==> src/rtl/pong_game_ctrl.sv <==
// Pong game controller: serve/play/miss/game-over sequencing, BCD score and
// lives bookkeeping, and gating of the widget motion enable.
module pong_game_ctrl #(
  parameter int unsigned LIVES        = 3,
  parameter int unsigned SERVE_FRAMES = 60,
  parameter int unsigned MISS_FRAMES  = 30
) (
  input  logic       CLK_100MHz,
  input  logic       Reset,
  input  logic       frameTick,
  input  logic       serveBtn,
  input  logic       hitPulse,
  input  logic       missPulse,
  output logic       widgetEn,
  output logic       ballLoad,
  output logic [7:0] score,
  output logic [2:0] lives,
  output logic       flash,
  output logic [2:0] state
);

  typedef enum logic [2:0] {
    StIdle  = 3'd0,
    StServe = 3'd1,
    StPlay  = 3'd2,
    StMiss  = 3'd3,
    StOver  = 3'd4
  } state_e;

  localparam logic [7:0] ServeLast = 8'(SERVE_FRAMES - 1);
  localparam logic [7:0] MissLast  = 8'(MISS_FRAMES - 1);
  localparam logic [2:0] LivesInit = 3'(LIVES);

  state_e     state_q, state_d;
  logic [7:0] cnt_q, cnt_d;
  logic [7:0] score_q, score_d;
  logic [2:0] lives_q, lives_d;
  logic       ball_load_q, ball_load_d;
  logic       flash_q, flash_d;
  logic       sync1_q, sync2_q, btn_prev_q;
  logic       serve_press;

  // Two-digit BCD increment that saturates at 99.
  function automatic logic [7:0] bcd_inc(input logic [7:0] v);
    if (v == 8'h99) begin
      return v;
    end else if (v[3:0] == 4'd9) begin
      return {v[7:4] + 4'd1, 4'd0};
    end else begin
      return {v[7:4], v[3:0] + 4'd1};
    end
  endfunction

  // Button synchronizer and rising-edge history.
  always_ff @(posedge CLK_100MHz or negedge Reset) begin
    if (!Reset) begin
      sync1_q    <= 1'b0;
      sync2_q    <= 1'b0;
      btn_prev_q <= 1'b0;
    end else begin
      sync1_q    <= serveBtn;
      sync2_q    <= sync1_q;
      btn_prev_q <= sync2_q;
    end
  end

  assign serve_press = sync2_q & ~btn_prev_q;

  // Next-state, score/lives update, frame counter and registered output values.
  always_comb begin
    state_d     = state_q;
    score_d     = score_q;
    lives_d     = lives_q;
    ball_load_d = 1'b0;
    case (state_q)
      StIdle: begin
        if (serve_press) begin
          lives_d     = LivesInit;
          score_d     = 8'h00;
          ball_load_d = 1'b1;
          state_d     = StServe;
        end
      end
      StServe: begin
        if (frameTick && (cnt_q == ServeLast)) begin
          state_d = StPlay;
        end
      end
      StPlay: begin
        // A simultaneous miss takes priority and leaves the score untouched.
        if (missPulse) begin
          lives_d = lives_q - 3'd1;
          state_d = StMiss;
        end else if (hitPulse) begin
          score_d = bcd_inc(score_q);
        end
      end
      StMiss: begin
        if (frameTick && (cnt_q == MissLast)) begin
          if (lives_q != 3'd0) begin
            state_d     = StServe;
            ball_load_d = 1'b1;
          end else begin
            state_d = StOver;
          end
        end
      end
      StOver: begin
        if (serve_press) begin
          state_d = StIdle;
        end
      end
      default: state_d = StIdle;
    endcase

    // Counter restarts on every state change, otherwise counts frame ticks.
    if (state_d != state_q) begin
      cnt_d = 8'd0;
    end else if (frameTick) begin
      cnt_d = cnt_q + 8'd1;
    end else begin
      cnt_d = cnt_q;
    end

    flash_d = (state_d == StMiss) & cnt_d[3];
  end

  // State and registered outputs.
  always_ff @(posedge CLK_100MHz or negedge Reset) begin
    if (!Reset) begin
      state_q     <= StIdle;
      cnt_q       <= 8'd0;
      score_q     <= 8'h00;
      lives_q     <= 3'd0;
      ball_load_q <= 1'b0;
      flash_q     <= 1'b0;
    end else begin
      state_q     <= state_d;
      cnt_q       <= cnt_d;
      score_q     <= score_d;
      lives_q     <= lives_d;
      ball_load_q <= ball_load_d;
      flash_q     <= flash_d;
    end
  end

  // Motion enable passes the frame tick straight through only while playing.
  always_comb begin
    widgetEn = (state_q == StPlay) & frameTick;
  end

  assign ballLoad = ball_load_q;
  assign score    = score_q;
  assign lives    = lives_q;
  assign flash    = flash_q;
  assign state    = state_q;

endmodule

==> config.mk <==
export PLATFORM = sky130hd
export DESIGN_NAME = pong_game_ctrl
export DESIGN_NICKNAME = d
export VERILOG_FILES = /design/src/rtl/pong_game_ctrl.sv
export SDC_FILE = /design/constraint.sdc
export NUM_CORES = 1
export LEC_CHECK = 0
export CAP_MARGIN = 25
export CORE_MARGIN = 2
export CORE_UTILIZATION = 40
export DETAILED_ROUTE_END_ITERATION = 7
export GPL_ROUTABILITY_DRIVEN = 0
export PLACE_DENSITY_LB_ADDON = 0.2
export SYNTH_ARGS = -nofsm -noshare
export SYNTH_HDL_FRONTEND = slang
export SYNTH_SLANG_ARGS = --single-unit
==> constraint.sdc <==
create_clock -name CLK_100MHz -period 2.6 [get_ports CLK_100MHz]
set_clock_uncertainty 0.15 [all_clocks]
set_input_delay 0.52 -clock CLK_100MHz [delete_from_list [all_inputs] [get_ports CLK_100MHz]]
set_output_delay 0.52 -clock CLK_100MHz [all_outputs]
set_load 0.01 [all_outputs]
==> results, run 1 <==
- The run finished with clean final reports.
- The final number of setup-violating endpoints is 0.
- In the final routed layout, each cell accounts on average for 14.8 um.
- The later-pin clock latency in the skew report is 0.27 ns.
- Setup repair after global routing left no endpoint under its margin.
- During I/O placement, the number of pins put on the boundary was 23.
- The sequential area share after synthesis is 42.3%.
- The number of port buffers is 22.
- The floorplan step set the die height to 67.2 um.
- The pre-CTS setup slack is 0.117 ns.
- The via density per instance is 5.53.
- The post-route antenna net violation count is 0.
- The kind of end point of the critical path is an output port.
- The proportion of layout cells with a drive suffix above 1 is 15.1%.
- Data arrives at the worst endpoint at roughly 1.8 ns.
- IR analysis of the VDD net gives a maximum drop of 0.000351 V.
- The detailed router placed 1256 vias in this run.
- Along the worst path, the maximum fanout reaches 12.
- The first global-routing pass estimated 5.99 mm of wire.
- Buffers inserted to repair hold after CTS numbered 0.
- Cells fill 51.5% of the core in the end.
- The path class of the tightest hold or removal check is reg -> reg.
- Across every metal layer, demand over resource in global routing totals between 10% and 20%.
- The power per cell area is 726 nW/um^2.
- The final setup slack of the worst path is 0.110 ns.
- The die span in x is ~67 um.
- Buffers added to address setup during post-CTS repair amount to 0.
- The worst max-slew margin expressed relative to the limit is around 62%.
- The worst reg-to-reg path cell count is 6.
- For flop-to-flop paths, the worst setup slack is 0.39 ns.
- The tree is rooted in a sky130_fd_sc_hd__clkbuf_8.
- The endpoint identified for the worst register-to-register timing path is cnt_q[1].
- In the synthesized netlist, the number of instances is 152.
- The number of levels the H-tree was split into is 1.
- The count of synthesis-stage warnings from yosys is 0.
- In this run the core area contains 22 standard-cell rows.
- The number of global-route vias before repair is 1324.
- 0 antenna diodes ended up in the layout.
- The dominant register cell in the synthesized netlist is sky130_fd_sc_hd__dfrtp_1.
- The detailed-route wire length is about 3.4 mm.
- The final max-slew violation count is 0.
- The initial antenna violation count is 0.
- The post-synthesis to final-layout area growth is 20.6%.
- In this run the biggest area consumer among cell types represents ~42% of the synthesized area.
- The number of buffers on the longest clock path is 2.
- The number of instances resized during post-cts repair is 0.
- The number of clock buffers added by TritonCTS is 3.
- The async set-or-reset flop fraction in the synthesized netlist is between 90% and 100%.
- The commonest non-fill, non-tap cell in the layout is sky130_fd_sc_hd__dfrtp_1.
- The number of nets handed over by synthesis was 166.
- After synthesis, the netlist uses 47 different library cells.
- The final critical-path share of the clock period is 95.8%.
- The worst hold path passes through 0 cells.
- The floorplan step defined a die boundary enclosing 4520 um^2.
- The hold violation count in the final report is 0.
- The critical path is of the reg -> out type.
- The initial cell density of the core is a little over two fifths.
- At the pin with the least slew margin, the transition time is ~0.57 ns.
- The startpoint of the lowest-slack hold path is sync1_q.
- The worst register-to-register path begins at cnt_q[0].
- The setup TNS is 0 ns.
- The register bit count reported by yosys is 27.
- The net count of the finished layout is between 150 and 200.
- The final global-route overflow total is 0.
- For this run, design rule violations remaining after detail routing come to 0.
- After layout, the minimum clock period comes to 2.49 ns.
- Each instance of the synthesized netlist takes up on average 10.5 um^2.
- For this run, the detailed router's first-pass iteration total came to 4.
- The sink of the worst hold path is sync2_q.
- Counting flops with a built-in enable in the synthesized netlist gives 0.
- The library cells used most frequently in the layout, excluding fill and tap cells, are sky130_fd_sc_hd__dfrtp_1, sky130_fd_sc_hd__clkdlybuf4s50_1, sky130_fd_sc_hd__nor3_1.
- The peak clock frequency supported by timing is 0.402 GHz.
- At the worst endpoint, the required time is 1.93 ns.
- In this run the static leakage power is 0.838 nW.
- The violation count after the first detailed-route iteration is 40.
- Summing every instance area after synthesis gives 1600 um^2.
- The clock edge transition at the registers on the reported setup and hold paths is 0.09 ns.
- In the post-synthesis netlist, the biggest area contributors are sky130_fd_sc_hd__dfrtp_1, sky130_fd_sc_hd__ha_1, sky130_fd_sc_hd__nor3_1.
- The worst setup path is launched from a register.
- Once detailed placement completed, the half-perimeter wirelength came to 2.62 mm.
- The maximum number of pins on one net before global-route repair is 28.
- The number of sinks driven by the clock tree is 27.
- Across the run, the number of max-cap violations was 0.
- The total area inside the core boundary comes to approximately 3700 um^2.
- TritonCTS built the clock tree.
- The cell type with the highest aggregate area in the netlist is sky130_fd_sc_hd__dfrtp_1.
cells by family (layout without fill, tap and decap cells):
| kind of cell | Yosys count | in the layout | share of synthesized area [%] |
|---|---|---|---|
| AND/OR/NAND/NOR | 64 | 64 | 26.2 |
| XOR/XNOR | 8 | 8 | 4.38 |
| multiplexers | 2 | 2 | 1.25 |
| buffers and inverters | 15 | 42 | 5.24 |
| flip-flops | 27 | 27 | 42.3 |
| adder cells (fa/ha/maj) | 8 | 8 | 6.26 |
| AO/OA/AOI/OAI | 28 | 28 | 14.4 |
metrics by stage:
stage / area, um^2 / hold slack [ns] / instances / power [mW]
after floorplan: 1600 / 0.0744 / 152 / 0.981
after global placement: 1880 / 0.190 / 223 / 1.15
after detailed placement: 1880 / 0.207 / 223 / 1.18
after CTS: 1930 / 0.230 / 227 / 1.41
after global routing: 1930 / 0.244 / 227 / 1.52
final: 1930 / 0.224 / 227 / 1.40
cells in the mapped netlist, types with 2 or more instances:
cell type	instances
sky130_fd_sc_hd__nor2_1	6
sky130_fd_sc_hd__nand4_1	5
sky130_fd_sc_hd__dfrtp_1	27
sky130_fd_sc_hd__a21oi_1	2
sky130_fd_sc_hd__inv_1	9
sky130_fd_sc_hd__o21ai_0	4
sky130_fd_sc_hd__o22ai_1	3
sky130_fd_sc_hd__nand2_1	8
sky130_fd_sc_hd__xor2_1	4
sky130_fd_sc_hd__nor3b_1	2
sky130_fd_sc_hd__o31ai_1	2
sky130_fd_sc_hd__ha_1	8
sky130_fd_sc_hd__nand3b_1	3
sky130_fd_sc_hd__xnor2_1	4
sky130_fd_sc_hd__a31oi_1	2
sky130_fd_sc_hd__nand3_1	9
sky130_fd_sc_hd__a2111oi_2	2
sky130_fd_sc_hd__a22oi_1	2
sky130_fd_sc_hd__nor2b_1	2
sky130_fd_sc_hd__and3b_1	2
sky130_fd_sc_hd__buf_6	3
sky130_fd_sc_hd__nor3_1	10
sky130_fd_sc_hd__nor4b_2	2
sky130_fd_sc_hd__mux2i_1	2
sky130_fd_sc_hd__and2_1	4
sky130_fd_sc_hd__a21o_1	3
sky130_fd_sc_hd__o41ai_1	2
worst max-delay path, cell delays in order (launching register included):
cell and delay [ns]:
sky130_fd_sc_hd__dfrtp_1 0.52, sky130_fd_sc_hd__nor3b_2 0.31, sky130_fd_sc_hd__and2_1 0.18, sky130_fd_sc_hd__clkdlybuf4s50_1 0.54
report_power, final:
part | total, mW | switching, mW | internal (mW)
clock network | 0.234 | 0.127 | 0.107
logic | 0.540 | 0.263 | 0.278
registers | 0.625 | 0.117 | 0.509
sequential cells by signal (all words and copies together) (netlist names):
name / count
lives: 3
flash: 1
sync2_q: 1
state: 3
cnt_q: 8
sync1_q: 1
ballLoad: 1
btn_prev_q: 1
score: 8
worst max path at each step:
stage | start | to | slack [ns] | cells past startpoint
after global routing | state[0] | widgetEn | 0.04 | 3
after CTS | state[0] | widgetEn | 0.11 | 3
after floorplan | frameTick | flash | 0.67 | 5
final | state[0] | widgetEn | 0.11 | 3
after detailed placement | frameTick | cnt_q[1] | 0.12 | 6
after global placement | frameTick | widgetEn | 0.21 | 3
area by class of cell:
cell class,count,area (um^2)
timing repair buffer,29,273
inverter,9,33.8
tap,48,60.1
multi-input combinational,110,840
clock inverter,1,5.00
fill,376,1820
sequential,27,676
clock buffer,3,41.3
per-layer routing:
layer | routed length (um) | part of all wire, % | GRT usage (%)
met5 | 0 | 0 | 0
met4 | 17 | 0.50 | 5.87
met1 | 1560 | 46 | 23.2
met2 | 1680 | 50 | 29.6
met3 | 116 | 3.4 | 2.00
Note: power is estimated with default switching activity, not from simulation.
==> run 2, diff against run 1 <==
--- a/config.mk
+++ b/config.mk
@@ -5,9 +5,9 @@
 export SDC_FILE = /design/constraint.sdc
 export NUM_CORES = 1
 export LEC_CHECK = 0
-export CAP_MARGIN = 25
-export CORE_MARGIN = 2
-export CORE_UTILIZATION = 40
+export CAP_MARGIN = 15
+export CORE_MARGIN = 3
+export CORE_UTILIZATION = 54
 export DETAILED_ROUTE_END_ITERATION = 7
 export GPL_ROUTABILITY_DRIVEN = 0
 export PLACE_DENSITY_LB_ADDON = 0.2
==> run 2 against run 1 <==
Effect of this change:
- non-clock buffer count decreased by 1
- critical path type unchanged
- routed wire length up 2.3%
- global-route usage up 4.0 points
- via count is 1.5% higher
- highest routed layer unchanged
==> results, run 2 (synthesized netlist as in run 1, its figures left out) <==
- The buffers inserted during post-CTS setup optimization is 0 (unchanged).
- The maximum vdd ir drop is 0.000636 V (+81%).
- The cell leakage power was 0.823 nW (-1.9%).
- The worst path arrival time is 1.83 ns (about the same).
- The fill cell instance count of the final layout came to 214 (-43%).
- The die span in x is 60.4 um (-10%).
- The number of detailed-routing iterations run before antenna repair came to 4 (unchanged).
- The initial antenna violation count is 0 (unchanged).
- The wire length of the first global-routing pass is 5.86 mm (-2.2%).
- The combinational power share came to 39.9% (+1.3 points).
- The number of port buffers is 22 (unchanged).
- The hold slack is 0.218 ns (-0.00596 ns).
- The average wire per standard cell is 16.5 um (+11%).
- The number of sinks driven by the clock tree is 27 (unchanged).
- The final critical-path share of the clock period is 96.2% (+0.43 points).
- The number of levels the H-tree was split into is 1 (unchanged).
- The total number of placement rows is 19 (-14%).
- The clock network power share was 14.0% (-2.7 points).
- The number of placed I/O pins is 23 (unchanged).
- The post-route antenna net violation count is 0 (unchanged).
- The peak clock frequency supported by timing is 0.400 GHz (-0.45%).
- The routed via count was 1275 (+1.5%).
- The required time of the critical path is 1.93 ns (about the same).
- The reported max-cap violation count is 0 (unchanged).
- The final max-slew violation count came to 0 (unchanged).
- The later-pin clock latency in the skew report is 0.33 ns (+0.06 ns).
- The part of the total power dissipated in sequential elements is 46.2% (+1.5 points).
- The placed wire-length estimate after detailed placement is 2.52 mm (-4.0%).
- The power per cell area was 723 nW/um^2 (-0.41%).
- The hold violation count in the final report is 0 (unchanged).
- The area after detailed placement is 1850 um^2 (-1.5%).
- The post-synthesis to final-layout area growth is 17.6%.
- The initial cell density of the core came to 57.5% (+15 points).
- The actual transition at the worst max-transition pin is 0.566 ns (-0.00463 ns).
- The detailed-route wire length is 3.45 mm (+2.3%).
- The overall track demand over capacity in global routing is 21.4% (+4.0 points).
- The die area was 3650 um^2 (-19%).
- The number of hold buffers added after cts was 0 (unchanged).
- The count of unresolved DRC violations after routing came to 0 (unchanged).
- Setup repair after global routing left no endpoint under its margin.
- The final number of setup-violating endpoints is 0 (unchanged).
- The total number of nets in the final design is 193 (-0.52%).
- The design area is 1880 um^2 (-2.5%).
- The number of buffers created by CTS is 3 (unchanged).
- The minimum clock period after layout is 2.50 ns (+0.0113 ns).
- The violation count after the first detailed-route iteration is 63 (+57%).
- The floorplan core area is 2780 um^2 (-26%).
- The internal power component is 0.847 mW (-5.3%).
- The kind of critical path is reg -> out.
- The flow ran to the end, and the final reports show no timing, DRC or antenna violations.
- The net switching component of the power is 0.513 mW (+1.4%).
- The maximum number of pins on one net before global-route repair is 28 (unchanged).
- The proportion of layout cells with a drive suffix above 1 is 14.6% (-0.48 points).
- The switching part of the total power is 37.7% (+1.6 points).
- The worst max-slew margin expressed relative to the limit came to 62.1% (+0.31 points).
- STA classifies the critical path endpoint as an output port.
- The top cell types in the final layout, fill and taps aside, are sky130_fd_sc_hd__dfrtp_1, sky130_fd_sc_hd__clkdlybuf4s50_1, sky130_fd_sc_hd__nor3_1.
- The setup TNS came to 0 ns (unchanged).
- The nature of the critical path startpoint is a register.
- The via density per instance is 6.10 (+10%).
- The height of the die is 60.4 um (-10%).
- The CTS tree is yes.
- The number of buffers on the longest clock path is 2 (unchanged).
- The path class of the lowest-slack min-delay path is reg -> reg.
- The maximum fanout along the worst path came to 12 (unchanged).
- The final global-route overflow total is 0 (unchanged).
- The number of global-route vias before repair is 1263 (-4.6%).
- The clock edge transition at the registers on the reported setup and hold paths is 0.15 ns (+0.06 ns).
- The root buffer cell is sky130_fd_sc_hd__clkbuf_4.
- The library cell used most frequently in the layout, excluding fill and tap cells, is sky130_fd_sc_hd__dfrtp_1.
- The count of antenna diodes in the layout is 0 (unchanged).
- The post-route total power is 1.36 mW (-2.9%).
-- run 2: changes by cell type in the layout (fill, tap and decap cells not counted), sizes merged --
cell    delta
buf        -1
clkbuf     +1
clkinv     -1
-- run 2: cell type report --
class / instances / area (um^2) / area share [%]
Multi-Input combinational cell: 110 / 840 / 44.6
Sequential cell: 27 / 677 / 36.0
Timing Repair Buffer: 28 / 265 / 14.1
Tap cell: 31 / 38.8 / 2.06
Inverter: 9 / 33.8 / 1.80
Clock buffer: 4 / 26.3 / 1.40
-- run 2: metrics by stage --
step / utilization [%] / setup slack, ns / std cells
after floorplan: - / 0.672 / 152
after global placement: 66.6 / 0.175 / 205
after detailed placement: 66.6 / 0.0977 / 205
after CTS: 67.6 / 0.0478 / 209
after global routing: 67.6 / 0.0202 / 209
final: 67.6 / 0.0986 / 209
-- run 2: what timing repair did --
item | 4_1_cts | 5_1_grt
resized for setup | 0 | 1
hold endpoints to repair | 0 | 0
endpoints found under the setup margin | 0 | 1
-- run 2: final timing paths --
kind	cells after the start	to	startpoint	slack, ns
worst max-delay path	3	widgetEn	state[0]	0.1
worst max register to register	6	cnt_q[1]	cnt_q[0]	0.43
max in group asynchronous	2	state[0]	Reset	1.64
worst min register to register	0	sync2_q	sync1_q	0.22
min in group asynchronous	2	lives[2]	Reset	0.38
worst min-delay path	0	sync2_q	sync1_q	0.22
-- run 2: worst max-delay path, stage by stage, from the launching register on --
cell and delay, ns:
sky130_fd_sc_hd__dfrtp_2 0.52, sky130_fd_sc_hd__nor3b_2 0.27, sky130_fd_sc_hd__and2_1 0.17, sky130_fd_sc_hd__clkdlybuf4s50_1 0.54
-- run 2: power by group through the flow --
stage	Combinational [mW]	Sequential [mW]	Clock, mW
after floorplan	0.362	0.619	0
after global placement	0.519	0.627	0
after detailed placement	0.544	0.633	0
after CTS	0.546	0.625	0.192
after global routing	0.601	0.648	0.210
final	0.542	0.628	0.190
-- run 2: layer usage --
metal  GRT usage [%]  part of all wire, %  vias to the layer above
met4            8.05                 0.90                        0
met5               0                    0                        -
li1                -                    -                      609
met1            29.4                   46                      613
met3            2.98                  5.2                        4
met2            34.7                   47                       49
